<file path="src/rtl/grid_mover.sv">
// Player-movement engine: resolves button requests against wall bitmaps and steps the
// player one pixel per SPEED_FACTOR granted ticks. Optional turn buffer: TURN_BUFFER_EN.
module grid_mover #(
  parameter int unsigned GRID_W       = 10,
  parameter int unsigned GRID_H       = 15,
  parameter int unsigned CELL_BITS    = 5,
  parameter int unsigned SPEED_FACTOR = 8,
  localparam int unsigned MAX_DIM     = (GRID_W > GRID_H) ? GRID_W : GRID_H,
  localparam int unsigned POS_W       = $clog2(MAX_DIM) + CELL_BITS
) (
  input  logic                           clk,
  input  logic                           rst,
  input  logic [(GRID_H+1)*GRID_W-1:0]   h_walls,
  input  logic [GRID_H*(GRID_W+1)-1:0]   v_walls,
  input  logic [3:0]                     btn,
  input  logic                           advance,
  output logic [POS_W-1:0]               pos_x,
  output logic [POS_W-1:0]               pos_y,
  output logic [1:0]                     direction,
  output logic                           blocked,
  output logic                           step,
  output logic [GRID_W*GRID_H-1:0]       visited,
  output logic                           all_visited
);

  localparam int unsigned CW    = POS_W - CELL_BITS;
  localparam int unsigned CntW  = (SPEED_FACTOR > 1) ? $clog2(SPEED_FACTOR) : 1;
  localparam int unsigned HIdxW = $clog2((GRID_H + 1) * GRID_W);
  localparam int unsigned VIdxW = $clog2(GRID_H * (GRID_W + 1));
  localparam int unsigned CIdxW = $clog2(GRID_W * GRID_H);
  localparam logic [CntW-1:0] CntReload = CntW'(SPEED_FACTOR - 1);

  typedef enum logic [0:0] {StAlign, StRun} state_e;

  state_e                      state_q;
  logic [3:0]                  btn_q;
  logic [CntW-1:0]             cnt_q;
  logic [POS_W-1:0]            pos_x_q, pos_y_q;
  logic [1:0]                  dir_q;
  logic                        blocked_q, step_q, all_q;
  logic [GRID_W*GRID_H-1:0]    visited_q;

  logic [CW-1:0]    cx, cy;
  logic [HIdxW-1:0] h_top, h_bot;
  logic [VIdxW-1:0] v_left, v_right;
  logic [CIdxW-1:0] cell_idx;
  logic [3:0]       open;
  logic [1:0]       pick_dir;
  logic [POS_W-1:0] pos_x_d, pos_y_d;
  logic             aligned_d;

`ifdef TURN_BUFFER_EN
  logic [3:0] btn_prev_q, pend_q, rise;
  assign rise = btn_q & ~btn_prev_q;
`endif

  assign cx = pos_x_q[POS_W-1:CELL_BITS];
  assign cy = pos_y_q[POS_W-1:CELL_BITS];

  always_comb begin
    cell_idx = CIdxW'(32'(cy) * GRID_W + 32'(cx));
    h_top    = HIdxW'(32'(cy) * GRID_W + 32'(cx));
    h_bot    = HIdxW'(32'(cy) * GRID_W + 32'(cx) + GRID_W);
    v_left   = VIdxW'(32'(cy) * (GRID_W + 1) + 32'(cx));
    v_right  = VIdxW'(32'(cy) * (GRID_W + 1) + 32'(cx) + 1);
    open[0]  = (32'(cx) != GRID_W - 1) && !v_walls[v_right];
    open[1]  = (32'(cy) != GRID_H - 1) && !h_walls[h_bot];
    open[2]  = (cx != '0) && !v_walls[v_left];
    open[3]  = (cy != '0) && !h_walls[h_top];
  end

  // Descending scan so the lowest open index wins; a buffered turn overrides held buttons.
  always_comb begin
    pick_dir = dir_q;
    for (int i = 3; i >= 0; i--) begin
      if (btn_q[i] && open[i]) pick_dir = 2'(i);
    end
`ifdef TURN_BUFFER_EN
    for (int i = 3; i >= 0; i--) begin
      if (pend_q[i] && open[i]) pick_dir = 2'(i);
    end
`endif
  end

  always_comb begin
    pos_x_d = pos_x_q;
    pos_y_d = pos_y_q;
    case (dir_q)
      2'd0:    pos_x_d = pos_x_q + POS_W'(1);
      2'd1:    pos_y_d = pos_y_q + POS_W'(1);
      2'd2:    pos_x_d = pos_x_q - POS_W'(1);
      default: pos_y_d = pos_y_q - POS_W'(1);
    endcase
    aligned_d = (pos_x_d[CELL_BITS-1:0] == '0) && (pos_y_d[CELL_BITS-1:0] == '0);
  end

  always_ff @(posedge clk) begin
    if (!rst) begin
      state_q   <= StAlign;
      btn_q     <= '0;
      cnt_q     <= '0;
      pos_x_q   <= '0;
      pos_y_q   <= '0;
      dir_q     <= 2'd2;
      blocked_q <= 1'b0;
      step_q    <= 1'b0;
      visited_q <= '0;
      all_q     <= 1'b0;
`ifdef TURN_BUFFER_EN
      btn_prev_q <= '0;
      pend_q     <= '0;
`endif
    end else begin
      btn_q  <= btn;
      step_q <= 1'b0;
`ifdef TURN_BUFFER_EN
      btn_prev_q <= btn_q;
      if (state_q == StRun && rise != '0) begin
        pend_q <= rise;
      end else if (state_q == StAlign && advance) begin
        pend_q <= '0;
      end
`endif
      if (advance) begin
        all_q <= all_q | (&visited_q);
        case (state_q)
          StAlign: begin
            dir_q               <= pick_dir;
            blocked_q           <= !open[pick_dir];
            visited_q[cell_idx] <= 1'b1;
            cnt_q               <= CntReload;
            state_q             <= StRun;
          end
          default: begin
            if (cnt_q != '0) begin
              cnt_q <= cnt_q - 1'b1;
            end else if (!blocked_q) begin
              pos_x_q <= pos_x_d;
              pos_y_q <= pos_y_d;
              step_q  <= 1'b1;
              cnt_q   <= CntReload;
              if (aligned_d) state_q <= StAlign;
            end else begin
              state_q <= StAlign;
            end
          end
        endcase
      end
    end
  end

  assign pos_x       = pos_x_q;
  assign pos_y       = pos_y_q;
  assign direction   = dir_q;
  assign blocked     = blocked_q;
  assign step        = step_q;
  assign visited     = visited_q;
  assign all_visited = all_q;

endmodule

</file>
<file path="config.mk">
export PLATFORM = sky130hd
export DESIGN_NAME = grid_mover
export DESIGN_NICKNAME = d
export VERILOG_FILES = /design/src/rtl/grid_mover.sv
export SDC_FILE = /design/constraint.sdc
export NUM_CORES = 1
export LEC_CHECK = 0
export CAP_MARGIN = 20
export CORE_ASPECT_RATIO = 0.6
export CORE_MARGIN = 1.5
export CORE_UTILIZATION = 45
export DETAILED_ROUTE_END_ITERATION = 8
export PLACE_DENSITY_LB_ADDON = 0.1
export SETUP_SLACK_MARGIN = 0.05
export SLEW_MARGIN = 20
export SYNTH_ARGS = -nofsm -noshare
export SYNTH_HDL_FRONTEND = slang
export SYNTH_SLANG_ARGS = --single-unit
</file>
<file path="constraint.sdc">
create_clock -name clk -period 12.91 [get_ports clk]
set_clock_uncertainty 0.2 [all_clocks]
set_input_delay 1.291 -clock clk [delete_from_list [all_inputs] [get_ports clk]]
set_output_delay 1.291 -clock clk [all_outputs]
set_load 0.1 [all_outputs]
</file>
Yosys cells after proc, flatten, opt, wreduce, memory -nomap -nowiden:

Index checks and enable logic that the tools add are counted.

* bits in registers: 181
* input bits: 332
* output and inout port bits: 173
* word-level logic and storage cells: 98

* $add $sub $neg: 9
* multiply operators: 2
* $lt $le $gt $ge: 6
* equality and inequality tests: 5
* mux-type cells: 26
* bitwise gates (word level): 8
* reductions and logical operators: 30

Operators by type and width (count)
* 150-bit bitwise OR: 1
* 150-bit AND reduction: 1
* 8-bit by 9-bit < comparator with 1-bit output, second input constant: 4
* 9-bit one-hot mux with 2 select lines: 2
* 1-bit binary-select mux with 8-bit select: 4
* 9-bit by 1-bit adder with 9-bit output, second input constant: 2
* 9-bit by 1-bit subtractor with 9-bit output, second input constant: 2
* 8-bit by 4-bit adder with 8-bit output: 2
* 1-bit 2-to-1 mux: 11
* 1-bit logical AND: 10
* 5-bit zero test: 2
* 5-bit AND reduction: 2
* 3-bit 2-to-1 mux: 3
* 8-bit by 1-bit adder with 8-bit output, second input constant: 1
* 8-bit by 4-bit adder with 8-bit output, second input constant: 1
* 1-bit demux with 8-bit select: 1
* 8-bit by 1-bit greater-or-equal comparator with 1-bit output, second input constant: 1
* 4-bit by 4-bit multiplier with 8-bit output, second input constant: 1
* 2-bit 2-to-1 mux: 4
* 4-bit inequality test, second input constant: 2
* 4-bit nonzero test: 2
* 4-bit by 3-bit multiplier with 7-bit output, second input constant: 1
* 1-bit NOT: 6
* 1-bit zero test: 5
* 14 further kinds: 15

Longest topological paths before layout:

Gate-level depths: netlist (run 1).

* depth after elaboration: 14
* depth in mapped cells: 19
* mapped depth without buffers: 16

Worst setup path after synthesis (run 1):

No wires, ideal clock.

* kind: register -> register
* from: register pos_y_q[7], in the netlist pos_y[7]
* to: register blocked_q, in the netlist blocked
* library setup time: 0.118 ns
* arrival time: 5.246 ns
* required time: 12.592 ns
* path slack: 7.347 ns
* stages on the path, launching flop included: 17
* buffers on the path: 2
* period minus slack after synthesis: 5.563 ns
* cell sequence: dfxtp_1 -> ha_1 -> ha_1 -> fa_1 -> ha_1 -> xor2_1 -> buf_2 -> buf_4 -> mux2_2 -> a211oi_1 -> a31oi_1 -> and4_1 -> nor3_1 -> a211oi_2 -> a221o_1 -> o311a_1 -> a32o_1

* cells in the longest elaborated chain, start to end: 14
* elaborated cells on any way between the ends: 35
* those cells by class: add/sub (4); mul (2); eq/ne (1); mux (14); reduce/logical (14)

Ends and longest elaborated chain
* start, declared: line 38 `logic [POS_W-1:0] pos_x_q, pos_y_q;`
* start signal, assigned: line 139 `pos_y_q <= pos_y_d;`
* parallel branches: the longest is 11 deep, another holds 8-bit by 4-bit adder with 8-bit output
* 1-bit binary-select mux with 2-bit select *: line 129 `blocked_q <= !open[pick_dir];`
* 1-bit 2-to-1 mux (implied by the code) *: line 129
* 1-bit zero test *: line 129
* end signal, assigned: line 129
* end, declared: line 40 `logic blocked_q, step_q, all_q;`

Mark *: on every way between the ends. The select of a mux whose other input is x is not followed.
A chain may end at the register's enable or synchronous reset.

Worst setup path in the final report (run 1):

* from: register pos_y_q[5], in the netlist pos_y[5]
* to: register blocked_q, in the netlist blocked

The elaborated chain is that of the path after synthesis.

==> run_results.csv, run 1 <==
group,metric,value,unit
status,outcome,"completed",
synth,synth_top_family_by_area,"multiplexers",
floorplanning,die_area,32800,µm²
worst_setup_path,crit_path_start,"pos_y[5]$_SDFFE_PN0P_",
worst_setup_path,cp.arrival,6.06,ns
power_and_ir_drop,fin_total_pwr,1.54,mW
global_route,grt_max_degree,101,
cts,cts_buffers,17,
synth,synth-simple-area-share,18.3,%
worst_setup_path,worstPathCellList,"inv_1 -> ha_1 -> ha_1 -> ha_2 -> buf_4 -> ha_2 -> buf_4 -> mux4_2 -> nor2b_1 -> a211oi_1 -> a21oi_1 -> nand4_1 -> a211oi_1 -> a211oi_2 -> a221o_1 -> o311a_1 -> a32o_1",
synth,synth_top_area_cell,"dfxtp_1",
synth,synth_compound_area_share,18.2,%
worst_setup_path,path_max_fanout,44,
synth,synth_seq_cells,181,
sta,relSlewSlack,21.9,%
power_and_ir_drop,peakVddDrop,0.0809,mV
sta,fmax,169,MHz
global_route,grt_first_pass_wirelength,88300,µm
cells_and_area,drive_gt1_share,12.0,%
cells_and_area,fillCellCount,2529,
sta,setup_viol,0,
drt,via_per_inst,6.31,
drt,routed_wl,59200,µm
synth,synth_edf_count,0,
synth,synth-warning-count,0,
worst_setup_path,start_kind,"flip-flop",
synth,synthCells,1457,
synth,ys_types,92,
placement,hpwlAfterDp,47600,µm
power_and_ir_drop,power.density,76.9,nW/µm²
synth,synth_xor_area_share,2.21,%
worst_setup_path,crit_type,"reg2reg",
drt,drt_iter0_drc,1432,
worst_setup_path,reg2reg_slack,6.99,ns
synth,ys_async_sr_fraction,0,%
synth,synth_nets,1837,
worst_setup_path,reg2regPathDepth,17,
worst_setup_path,worstSetupEndpoint,"blocked$_SDFFE_PN0P_",
synth,synth_flop_cell,"dfxtp_1",
floorplanning,core,31200,µm²
cts,cts_tree,"yes",
global_route,gr-total-overflow,0,
cells_and_area,syn2layout_area_growth,40.7,%
cts,htreeDepth,4,
floorplanning,start_util,45.7,%
sta,setup_tns,0,ns
cts,cts.repair.resized,0,
cts,cts_sinks,181,
worst_setup_path,critical_path.slowest_cell,"buf_4",
cells_and_area,final_cell_mix,"503 x clkdlybuf4s50_1, 186 x nor2_1, 180 x dfxtp_1, 156 x o21a_1, 146 x mux4_2",
placement,place_congestion,1.01,
floorplanning,die_h,141,µm
drt,drtPass1Iterations,7,
worst_setup_path,timing.rr.end,"blocked$_SDFFE_PN0P_",
drt,wire_per_inst,25.5,µm
sta,layout_min_cycle_time,5.92,ns
floorplanning,die_w,233,µm
worst_setup_path,crit_path_end_kind,"flip-flop",
synth,synth_fa_ha_area_share,4.58,%
cts,insertion_delay,0.45,ns
synth,yosysSeqAreaShare,25.4,%
run,maxCapViolations,0,
cts,post-cts-setup-buffer-count,0,
synth,synth_area,14200,µm²
cells_and_area,multiInputGateArea,10100,µm²
sta,hold_viol,0,
sta,hold_slack,0.292,ns
sta,slew_violations,0,
cells_and_area,final_common_cell,"clkdlybuf4s50_1",
global_route,grt_pass1_vias,14100,
cts,clockBufferDepth,2,
floorplanning,fp-row-count,50,
synth,syn_area_per_cell,9.78,µm²
cells_and_area,fin_nets,2272,
worst_setup_path,worst_ep_required_time,13.05,ns
sta,post-route-period-util,45.9,%
worst_setup_path,regToRegStartpoint,"pos_y[5]$_SDFFE_PN0P_",
sta,rsz0062_at_grt,"no",
cts,root_buffer,"clkbuf_16",
cts,hold_buffers,0,
synth,synth_area_leaders,"dfxtp_1 25%, mux4_2 23%, o21a_1 8.2%, nor2_1 4.9%, ha_1 3.6%",
synth,muxShareOfSynthArea,27.3,%
synth,synth_top_area_share,25.4,%
power_and_ir_drop,cellLeakagePower,6.92,nW
sta,tightest_slew,1.17,ns
floorplanning,io_pins,505,
drt,route.detailed.drc,0,
worst_hold_path,min_path_type,"reg2reg",
worst_setup_path,critical_path.max_stage_delay,0.62,ns
cells_and_area,regArea,3630,µm²
global_route,track_usage,35.9,%
placement,port_buffers,504,
drt,ant_nets,0,
global_route,antenna_found_initial,2,
cts,clk_pin_slew,0.07,ns
drt,vias,14700,
==> report_power, final <==
group | total (mW) | leakage (nW) | switching [mW] | internal (mW)
Clock | 0.530 | 0.287 | 0.250 | 0.280
Sequential | 0.572 | 1.46 | 0.00926 | 0.563
Combinational | 0.441 | 5.17 | 0.206 | 0.235
Total | 1.54 | 6.92 | 0.466 | 1.08
==> synth_stat cells (8+ instances only) <==
master,instances
nand3_1,44
nor4_1,18
nand2b_1,12
a22oi_1,10
nand2_1,99
inv_1,17
xnor2_1,21
o31ai_1,34
a21o_1,9
nor2_1,186
buf_4,13
a21oi_1,27
nor3_1,22
nor3b_1,12
o21a_1,156
clkbuf_1,48
mux2i_1,44
a211oi_1,14
buf_2,27
nor2b_1,29
dfxtp_1,181
and3_1,8
o21ai_0,19
mux4_2,146
and2_1,15
nand4_1,54
ha_1,41
==> metrics by stage <==
stage | util [%] | instance area [µm²] | cells | setup slack (ns)
after detailed placement | 62.4 | 19500 | 2289 | 6.99
after global routing | 64.4 | 20100 | 2323 | 6.64
final | 64.4 | 20100 | 2323 | 6.99
after global placement | 62.4 | 19500 | 2289 | 7.12
after CTS | 64.4 | 20000 | 2321 | 6.97
after floorplan | - | 14200 | 1457 | 7.35
==> kinds of logic (layout without fill, tap and decap cells) <==
group	Yosys count	after routing
simple gates	530	530
compound gates	349	349
mux	200	200
flops	181	181
buf+inv	118	566
fa+ha+maj	48	48
xor+xnor	31	31
other cells	0	2
==> cell type report <==
| type | instances | area share, % |
|---|---|---|
| Sequential cell | 181 | 18.1 |
| Clock inverter | 14 | 0.780 |
| Timing Repair Buffer | 516 | 25.6 |
| Tap cell | 416 | 2.60 |
| Clock buffer | 18 | 2.19 |
| Multi-Input combinational cell | 1158 | 50.4 |
| Inverter | 18 | 0.337 |
| Antenna cell | 2 | 0.0250 |
==> critical path, delay by kind of cell, from the launching register on <==
kind | cells | cell delay (ns)
multiplexers | 1 | 0.35
adder cells (fa/ha/maj) | 4 | 1.17
AO/OA/AOI/OAI | 7 | 1.93
AND/OR/NAND/NOR | 2 | 0.31
flip-flops | 1 | 0.55
buffers and inverters | 3 | 1.26
==> metal layers <==
| layer | wire length, µm | vias to the layer above | GRT usage [%] | share of wire [%] |
|---|---|---|---|---|
| li1 | - | 6505 | - | - |
| met1 | 26200 | 7267 | 51.9 | 44 |
| met2 | 25600 | 789 | 52.4 | 43 |
| met3 | 5850 | 106 | 9.87 | 9.9 |
| met4 | 1510 | 0 | 9.71 | 2.6 |
| met5 | 0 | - | 0 | 0 |
==> registers in the layout, indices dropped and copies added (netlist names) <==
register	cells
state_q	1
pos_y	9
pos_x	9
blocked	1
step	1
all_visited	1
cnt_q	3
btn_q	4
visited	150
direction	2
==> worst min path at each step <==
stage	start	end	slack, ns	depth (start not counted)
after floorplan	cnt_q[2]$_SDFFE_PN0P_	cnt_q[2]$_SDFFE_PN0P_	0.27	2
after global placement	all_visited$_SDFFE_PN0P_	all_visited$_SDFFE_PN0P_	0.25	1
after detailed placement	visited[57]$_SDFFE_PN0P_	visited[57]$_SDFFE_PN0P_	0.27	1
after CTS	visited[57]$_SDFFE_PN0P_	visited[57]$_SDFFE_PN0P_	0.29	1
after global routing	visited[57]$_SDFFE_PN0P_	visited[57]$_SDFFE_PN0P_	0.31	1
final	visited[57]$_SDFFE_PN0P_	visited[57]$_SDFFE_PN0P_	0.29	1
Note: power is estimated with default switching activity, not from simulation.
==> run 2, diff against run 1 <==
- CORE_UTILIZATION: 45 -> 42
- clock period: 12.91 -> 4.98 ns (I/O delays scaled with it)
==> run 2 against run 1 <==
  * Final area up 4.6%
  * Die area is 7.0% higher
  * Core utilization down 1.9 points
  * Count of clock-buffer cells in the layout unchanged
  * Critical endpoint unchanged
  * Highest routed layer unchanged
==> run_results.csv, run 2 (synthesis gave the netlist of run 1 again) <==
group,metric,value,unit
floorplanning,core,33600,µm²
worst_setup_path,crit_type,"reg2reg",
worst_setup_path,worst_ep_required_time,5.10,ns
placement,place_area,20000,µm²
sta,layout_setup_ws,0.146,ns
cells_and_area,regArea,3640,µm²
worst_hold_path,hp-start,"all_visited$_SDFFE_PN0P_",
worst_setup_path,regToRegStartpoint,"pos_y[5]$_SDFFE_PN0P_",
cells_and_area,postLayoutCoreUtil,62.5,%
sta,post-route-period-util,97.1,%
sta,layout_min_cycle_time,4.83,ns
drt,ant_nets,0,
sta,hold_viol,0,
worst_setup_path,worstPathCellList,"buf_4 -> ha_1 -> fa_1 -> fa_2 -> xor2_4 -> buf_12 -> mux4_2 -> mux2i_2 -> a22oi_2 -> a41o_1 -> nor3_2 -> buf_4 -> a211oi_2 -> a221o_1 -> o311a_1 -> a32o_1",
sta,relSlewSlack,26.2,%
drt,wire_per_inst,26.5,µm
cells_and_area,largest_reg_flops,150,
worst_setup_path,reg2reg_slack,0.15,ns
power_and_ir_drop,peakVddDrop,0.264,mV
floorplanning,die_area,35100,µm²
run,maxCapViolations,0,
worst_hold_path,hold_depth,1,
worst_setup_path,worst-path-buf-inv,3,
status,outcome,"completed",
cells_and_area,design_area,21000,µm²
cells_and_area,drive_gt1_share,16.6,%
worst_setup_path,critical_path.max_stage_delay,0.51,ns
worst_setup_path,crit_path_end_kind,"flip-flop",
drt,drt_iter0_drc,1454,
floorplanning,io_pins,505,
floorplanning,die_h,146,µm
worst_hold_path,min_path_type,"reg2reg",
placement,hpwlAfterDp,52400,µm
cells_and_area,final_cell_mix,"503 x clkdlybuf4s50_1, 180 x nor2_1, 174 x dfxtp_1, 156 x o21a_1, 146 x mux4_2",
cts,htreeDepth,4,
sta,tightest_slew,1.10,ns
worst_hold_path,min_to,"all_visited$_SDFFE_PN0P_",
sta,slew_violations,0,
global_route,grt_pass1_vias,14600,
cells_and_area,final_common_cell,"clkdlybuf4s50_1",
worst_setup_path,critical_path.slowest_cell,"fa_2",
placement,place_congestion,0.943,
sta,setup_viol,0,
cts,cts_buffers,17,
cts,insertion_delay,0.45,ns
sta,fmax,207,MHz
worst_setup_path,timing.rr.end,"blocked$_SDFFE_PN0P_",
cts,clk_pin_slew,0.08,ns
global_route,gr-total-overflow,0,
floorplanning,die_w,241,µm
cts,cts_sinks,181,
cells_and_area,syn2layout_area_growth,47.3,%
sta,setup_tns,0,ns
drt,vias,15300,
global_route,grt_first_pass_wirelength,95400,µm
worst_setup_path,cp_top_family,"compound AO/OA/AOI/OAI gates",
sta,rsz0062_at_grt,"no",
cells_and_area,multiInputGateArea,10300,µm²
placement,post-place-ws,-0.132,ns
power_and_ir_drop,power.density,199,nW/µm²
cts,cts_tree,"yes",
floorplanning,fp-row-count,52,
drt,route.detailed.drc,0,
power_and_ir_drop,cellLeakagePower,7.28,nW
cells_and_area,fin_nets,2330,
worst_setup_path,cp.arrival,4.96,ns
floorplanning,start_util,42.4,%
global_route,grt_max_degree,81,
global_route,track_usage,36.3,%
worst_setup_path,path_max_fanout,7,
drt,drtPass1Iterations,8,
drt,via_per_inst,6.29,
cts,clockBufferDepth,2,
worst_setup_path,start_kind,"flip-flop",
worst_setup_path,crit_top_cell,"buf_4",
drt,routed_wl,64300,µm
power_and_ir_drop,fin_total_pwr,4.17,mW
cells_and_area,fillCellCount,2842,
worst_setup_path,reg2regPathDepth,16,
cts,root_buffer,"clkbuf_16",
placement,port_buffers,504,
global_route,antenna_found_initial,4,
==> run 2: cell types whose count changed in the layout (fill, tap and decap cells not counted), sizes merged <==
cell | previous run | this run
diode | 2 | 4
clkinvlp | 2 | 0
clkinv | 3 | 4
clkbuf | 18 | 19
buf | 13 | 70
bufinv | 1 | 2
==> run 2: where the power goes <==
group          internal [mW]  switching, mW  total [mW]
combinational          0.663          0.586        1.25
clock                  0.777          0.668        1.45
sequential              1.46         0.0207        1.48
total                   2.90           1.28        4.17
==> run 2: what timing repair did <==
item,in CTS,in global routing
resized for setup,12,39
hold buffers,0,0
pin swaps,0,11
endpoints found under the setup margin,2,3
cloned,0,1
hold endpoints to repair,0,0
setup buffers,1,7
==> run 2: cell type report <==
| cell class | count | area share [%] |
|---|---|---|
| Sequential cell | 181 | 17.4 |
| Timing Repair Buffer | 574 | 27.2 |
| Clock inverter | 14 | 0.978 |
| Antenna cell | 4 | 0.0477 |
| Inverter | 18 | 0.322 |
| Clock buffer | 18 | 2.05 |
| Tap cell | 459 | 2.74 |
| Multi-Input combinational cell | 1158 | 49.3 |
==> run 2: metal layers <==
metal | GRT usage, % | part of all wire [%] | vias up | wire [µm]
met4 | 6.16 | 1.5 | 0 | 942
li1 | - | - | 6622 | -
met5 | 0 | 0 | - | 0
met1 | 56.6 | 46 | 7650 | 29300
met2 | 51.3 | 42 | 910 | 27000
met3 | 8.40 | 11 | 71 | 7060
==> run 2: how the worst max path moves through the flow <==
stage / from / endpoint / cells after the start
CTS: pos_y[6]$_SDFFE_PN0P_ / blocked$_SDFFE_PN0P_ / 14
finish: pos_y[5]$_SDFFE_PN0P_ / blocked$_SDFFE_PN0P_ / 16
global placement: pos_y[5]$_SDFFE_PN0P_ / blocked$_SDFFE_PN0P_ / 16
global route: pos_y[5]$_SDFFE_PN0P_ / blocked$_SDFFE_PN0P_ / 16
floorplan: pos_y[7]$_SDFFE_PN0P_ / blocked$_SDFFE_PN0P_ / 16
detailed placement: pos_y[5]$_SDFFE_PN0P_ / blocked$_SDFFE_PN0P_ / 16
==> run 2: metrics by stage <==
| step | instances | hold slack (ns) |
|---|---|---|
| floorplan | 1457 | 0.275 |
| global placement | 2381 | 0.249 |
| detailed placement | 2381 | 0.256 |
| CTS | 2414 | 0.271 |
| global route | 2426 | 0.293 |
| finish | 2426 | 0.269 |
==> run 3, diff against run 2 <==
- GPL_ROUTABILITY_DRIVEN: not set -> 0
- MAX_ROUTING_LAYER: not set -> met4
==> run 3 against run 2 <==
  * Cell count decreased by 0.70%
  * Worst setup slack got worse by 0.095 ns
  * Largest power group unchanged
  * Sequential power about the same
  * Core utilization down 0.52 points
  * Largest cell class unchanged
  * Global-route usage shrank 0.42 points
  * Critical path depth rose by 1
  * Combinational power is essentially flat
  * First-iteration DRC count increased by 22%
  * Highest routed layer unchanged
  * Via count shrank 1.5%
==> run_results.csv, run 3 (synthesis gave the netlist of run 1 again) <==
group,metric,value,unit
status,outcome,"completed",
worst_setup_path,start_kind,"flip-flop",
power_and_ir_drop,peakVddDrop,0.246,mV
cts,clk_pin_slew,0.08,ns
worst_setup_path,crit_path_end_kind,"flip-flop",
power_and_ir_drop,cellLeakagePower,7.18,nW
cells_and_area,final_common_cell,"clkdlybuf4s50_1",
sta,post-route-period-util,99.0,%
cells_and_area,syn2layout_area_growth,46.0,%
cts,cts_buffers,17,
worst_setup_path,cp.arrival,5.08,ns
drt,route.detailed.drc,0,
drt,vias,15000,
global_route,grt_pass1_vias,14300,
cts,root_buffer,"clkbuf_16",
sta,fmax,203,MHz
placement,hpwlAfterDp,49700,µm
sta,hold_slack,0.284,ns
cts,cts_sinks,181,
cells_and_area,drive_gt1_share,15.6,%
cells_and_area,multiInputGateArea,10300,µm²
global_route,gr-total-overflow,0,
power_and_ir_drop,power_frac_seq,35.8,%
power_and_ir_drop,fin_total_pwr,4.13,mW
drt,ant_nets,0,
drt,drt_iter0_drc,1767,
placement,post-place-ws,-0.281,ns
cells_and_area,design_area,20800,µm²
cells_and_area,regArea,3640,µm²
drt,routed_wl,61900,µm
cells_and_area,fin_nets,2312,
floorplanning,die_area,35100,µm²
global_route,grt_max_degree,97,
sta,setup_tns,0,ns
drt,via_per_inst,6.24,
floorplanning,io_pins,505,
cts,hold_buffers,0,
sta,layout_setup_ws,0.0518,ns
cells_and_area,fillCellCount,2809,
power_and_ir_drop,power.density,198,nW/µm²
power_and_ir_drop,p_sw_share,32.0,%
cells_and_area,largest_reg_flops,150,
sta,hold_viol,0,
worst_setup_path,crit_type,"reg2reg",
cts,insertion_delay,0.46,ns
run,maxCapViolations,0,
floorplanning,core,33600,µm²
power_and_ir_drop,share_comb_of_total_power,29.7,%
sta,layout_min_cycle_time,4.93,ns
placement,port_buffers,504,
floorplanning,die_w,241,µm
floorplanning,die_h,146,µm
worst_setup_path,path_max_fanout,6,
floorplanning,fp-row-count,52,
sta,slew_violations,0,
power_and_ir_drop,p_switching,1.32,mW
global_route,track_usage,35.9,%
sta,tightest_slew,1.09,ns
placement,place_area,19900,µm²
cells_and_area,final_cell_mix,"503 x clkdlybuf4s50_1, 180 x nor2_1, 174 x dfxtp_1, 156 x o21a_1, 146 x mux4_2",
cts,htreeDepth,4,
worst_hold_path,min_path_type,"reg2reg",
cts,cts_tree,"yes",
power_and_ir_drop,intPower,2.81,mW
sta,setup_viol,0,
drt,drtPass1Iterations,6,
power_and_ir_drop,p_clk_share,34.5,%
floorplanning,start_util,42.4,%
global_route,grt_first_pass_wirelength,91200,µm
drt,wire_per_inst,25.7,µm
global_route,antenna_found_initial,6,
cts,clockBufferDepth,2,
worst_setup_path,worst_ep_required_time,5.13,ns
sta,relSlewSlack,27.0,%
## run 3: changes by cell type in the layout (fill, tap and decap cells not counted), moves of 2 or more
cell	delta
o31ai_2	-3
nand2_1	-2
inv_12	+5
buf_12	-2
bufinv_16	-2
nor3_4	+2
ha_1	+2
ha_4	-3
buf_4	-18
o31ai_1	+3
inv_6	-2
nor3_2	-2
## run 3: routing by layer
| metal | share of wire [%] | global-route usage (%) | vias to the layer above | wire length [µm] |
|---|---|---|---|---|
| met5 | 0 | - | - | 0 |
| met4 | 2.1 | 8.22 | 0 | 1320 |
| met3 | 12 | 11.0 | 120 | 7120 |
| met2 | 42 | 48.0 | 853 | 25900 |
| met1 | 45 | 52.4 | 7464 | 27600 |
| li1 | - | - | 6588 | - |
## run 3: worst paths after layout
check                                              start                       end  slack (ns)  cells past startpoint
worst min register to register  all_visited$_SDFFE_PN0P_  all_visited$_SDFFE_PN0P_        0.28                      1
worst min-delay path            all_visited$_SDFFE_PN0P_  all_visited$_SDFFE_PN0P_        0.28                      1
worst max-delay path               pos_y[5]$_SDFFE_PN0P_      blocked$_SDFFE_PN0P_        0.05                     17
worst max register to register     pos_y[5]$_SDFFE_PN0P_      blocked$_SDFFE_PN0P_        0.05                     17
## run 3: power groups by stage
stage / Sequential, mW / Combinational (mW) / Clock (mW)
after detailed placement: 1.51 / 1.17 / 0
after global routing: 1.48 / 1.29 / 1.50
after floorplan: 1.56 / 0.606 / 0
final: 1.48 / 1.23 / 1.43
after CTS: 1.48 / 1.18 / 1.44
after global placement: 1.51 / 1.15 / 0
## run 3: critical path, stage by stage (launching register included)
cell and delay, ns:
dfxtp_4 0.38, ha_1 0.34, ha_1 0.30, fa_1 0.53
ha_4 0.23, buf_4 0.14, a21o_1 0.23, o21a_1 0.24
buf_4 0.18, o311ai_4 0.33, nand2_2 0.12, buf_4 0.16
mux2i_1 0.19, mux2_2 0.20, a211oi_2 0.08, a221o_1 0.42
o311a_1 0.36, a32o_1 0.20
## run 3: timing repair
action | in CTS | in global routing
resized for setup | 12 | 31
cloned | 0 | 2
buffers inserted | 2 | 3
pin swaps | 1 | 7
endpoints found under the setup margin | 2 | 2
## run 3: area by class of cell
class                           instances  share of cell area, %
Sequential cell                       181                   17.5
Tap cell                              459                   2.76
Clock buffer                           17                   2.04
Antenna cell                            5                 0.0601
Inverter                               18                  0.325
Clock inverter                         15                  0.968
Timing Repair Buffer                  556                   26.8
Multi-Input combinational cell       1158                   49.5
## run 3: stage by stage
step                      util, %  instances
final                        62.0       2409
after global routing         62.0       2409
after CTS                    61.3       2399
after detailed placement     59.2       2365
after global placement       59.2       2365
after floorplan                 -       1457
==> edit: new RTL, settings of run 3 <==
The parameter `GRID_H` goes from 15 to 16.
--- a/src/rtl/grid_mover.sv
+++ b/src/rtl/grid_mover.sv
@@ -3,5 +3,5 @@
 module grid_mover #(
   parameter int unsigned GRID_W       = 10,
-  parameter int unsigned GRID_H       = 15,
+  parameter int unsigned GRID_H       = 16,
   parameter int unsigned CELL_BITS    = 5,
   parameter int unsigned SPEED_FACTOR = 8,
Ports: changed (resized h_walls, v_walls and visited); port bits go from 505 to 536. No check against the original RTL was run, so the function may have changed too.
==> edit against run 3 <==
  * Sequential power grew 5%
  * Cell count grew 7.6%
  * Cell area grew 3.2%
  * Routed wire length grew 5.3%
  * Sequential cell count grew 10
  * Highest routed layer unchanged
  * Critical endpoint unchanged
  * Die area grew 2.7%
  * Power grew 2.3%
  * Via count grew 7.3%
  * Setup slack gained 230 ps
  * Synthesized area grew 2.8%
  * Non-clock buffer count grew 33
==> edit: results <==
group,metric,value,unit
outcome,status,"finished, final reports clean",
routing,dr.pass1.iters,7,
yosys,synth_commonest_cells,"nor2_1 (371), dfxtp_1 (191), mux4_2 (160), nand2_1 (99), a21oi_1 (88)",
cells_and_area,largest_reg_flops,160,
cells_and_area,final.fill_count,2835,
place,port_buffers,535,
clocking,numCtsBuffers,17,
pwr,switching_share,31.6,%
clocking,cts_max_level,4,
routing,via_count,16125,
pwr,ir_drop,254,uV
place,place_ws,53.9,ps
grt,grt_antenna_before_repair,10,
yosys,async_flop_share,0,%
cells_and_area,final_nets,2511,
grt,grt.total_usage,36.5,%
routing,drtIter0Drc,1758,
routing,wl,65100,um
yosys,yosysUniqueCellTypes,89,
clocking,cts-root-buf,"clkbuf_16",
yosys,synth_area_leaders,"dfxtp_1 (26%), mux4_2 (25%), nor2_1 (9.5%)",
clocking,clock_latency,440,ps
grt,grt_max_degree,138,
timing,relSlewSlack,25.6,%
yosys,synth_fp_nets,1994,
yosys,synth_area_leader_cell,"dfxtp_1",
grt,grt_first_pass_wirelength,96100,um
worst_hold_path,min_path_type,"flip-flop to flip-flop",
clocking,clk_pin_slew,80,ps
clocking,clockBufferDepth,2,
place,dp_hpwl,52600,um
worst_hold_path,min_path_cells,1,
cells_and_area,layout-drive-gt1-share,14.8,%
worst_setup_path,crit_required,5120,ps
worst_setup_path,rr_worst_depth,18,
yosys,synth-seq-area-share,26.1,%
pwr,leakage,7.42,nW
grt,grt_pass1_vias,15327,
worst_setup_path,cp_max_fo,18,
yosys,ys_warn_count,0,
## edit: cell count changes after synthesis, sizes merged, moves of 10 or more
cell,change
a31oi,+10
nor3b,-10
o31ai,-32
a21oi,+61
nor2,+183
inv,+38
mux4,+11
dfxtp,+10
o211ai,+12
o21a,-128
mux2i,+11
nor2b,-11
## edit: worst max-delay path, stage by stage, from the launching register on
cell and delay, ps:
dfxtp_4 430, inv_1 60, ha_1 290, ha_1 280, ha_1 240, inv_1 80
fa_2 480, buf_6 210, nand2_1 70, a21bo_2 240, a22oi_2 300, inv_2 160
a221oi_2 330, a211oi_1 140, o31ai_1 260, o211ai_1 140, buf_4 160, o221a_1 270
o311ai_2 270
## edit: cells by family after synthesis
kind of cell               share of synthesized area [%]
xor gates and xnor gates                            2.95
buffers and inverters                               4.38
adders and majority gates                           4.37
AOI/OAI and AO/OA                                   12.5
muxes                                               28.8
DFF                                                 26.1
and+or+nand+nor                                     20.8
## edit: timing repair
action                     in CTS  in global routing
hold endpoints to repair        0                  0
resized for setup               2                 30
pin swaps                       0                  3
setup endpoints to repair       1                  3
setup buffers                   0                  1
cloned                          0                  2
## edit: final timing paths
check / slack (ps) / to / start
worst max register to register: 280 / blocked / pos_y[5]
worst min-delay path: 290 / visited[68] / visited[68]
worst min register to register: 290 / visited[68] / visited[68]
worst max-delay path: 280 / blocked / pos_y[5]
## edit: power groups by stage
stage               combinational (mW)  sequential (mW)  clock, mW
detailed placement                1.20             1.59          0
finish                            1.24             1.56       1.43
floorplan                        0.612             1.64          0
global route                      1.30             1.56       1.52
global placement                  1.18             1.59          0
CTS                               1.20             1.56       1.44
## edit: layout make-up
cell class	count	area share (%)
repair buffers	589	27.2
clock inverters	15	0.938
diodes	10	0.117
clock buffers	17	1.98
multi-input cells	1256	48.3
well taps	459	2.67
flip-flops and latches	191	17.9
inverters	56	0.990
## edit: layer usage
layer,routed length [um],track usage [%]
met5,0,-
met1,28400,52.5
met4,1710,9.81
met2,28100,51.8
met3,6920,7.41
## edit: per-stage QoR
step	hold slack [ps]	util [%]	std cells	cell area, um2
after floorplan	274	-	1594	14700
after global placement	255	60.7	2548	20700
after detailed placement	280	60.7	2548	20700
after CTS	295	62.6	2580	21300
after global routing	320	63.1	2593	21500
final	293	63.1	2593	21500
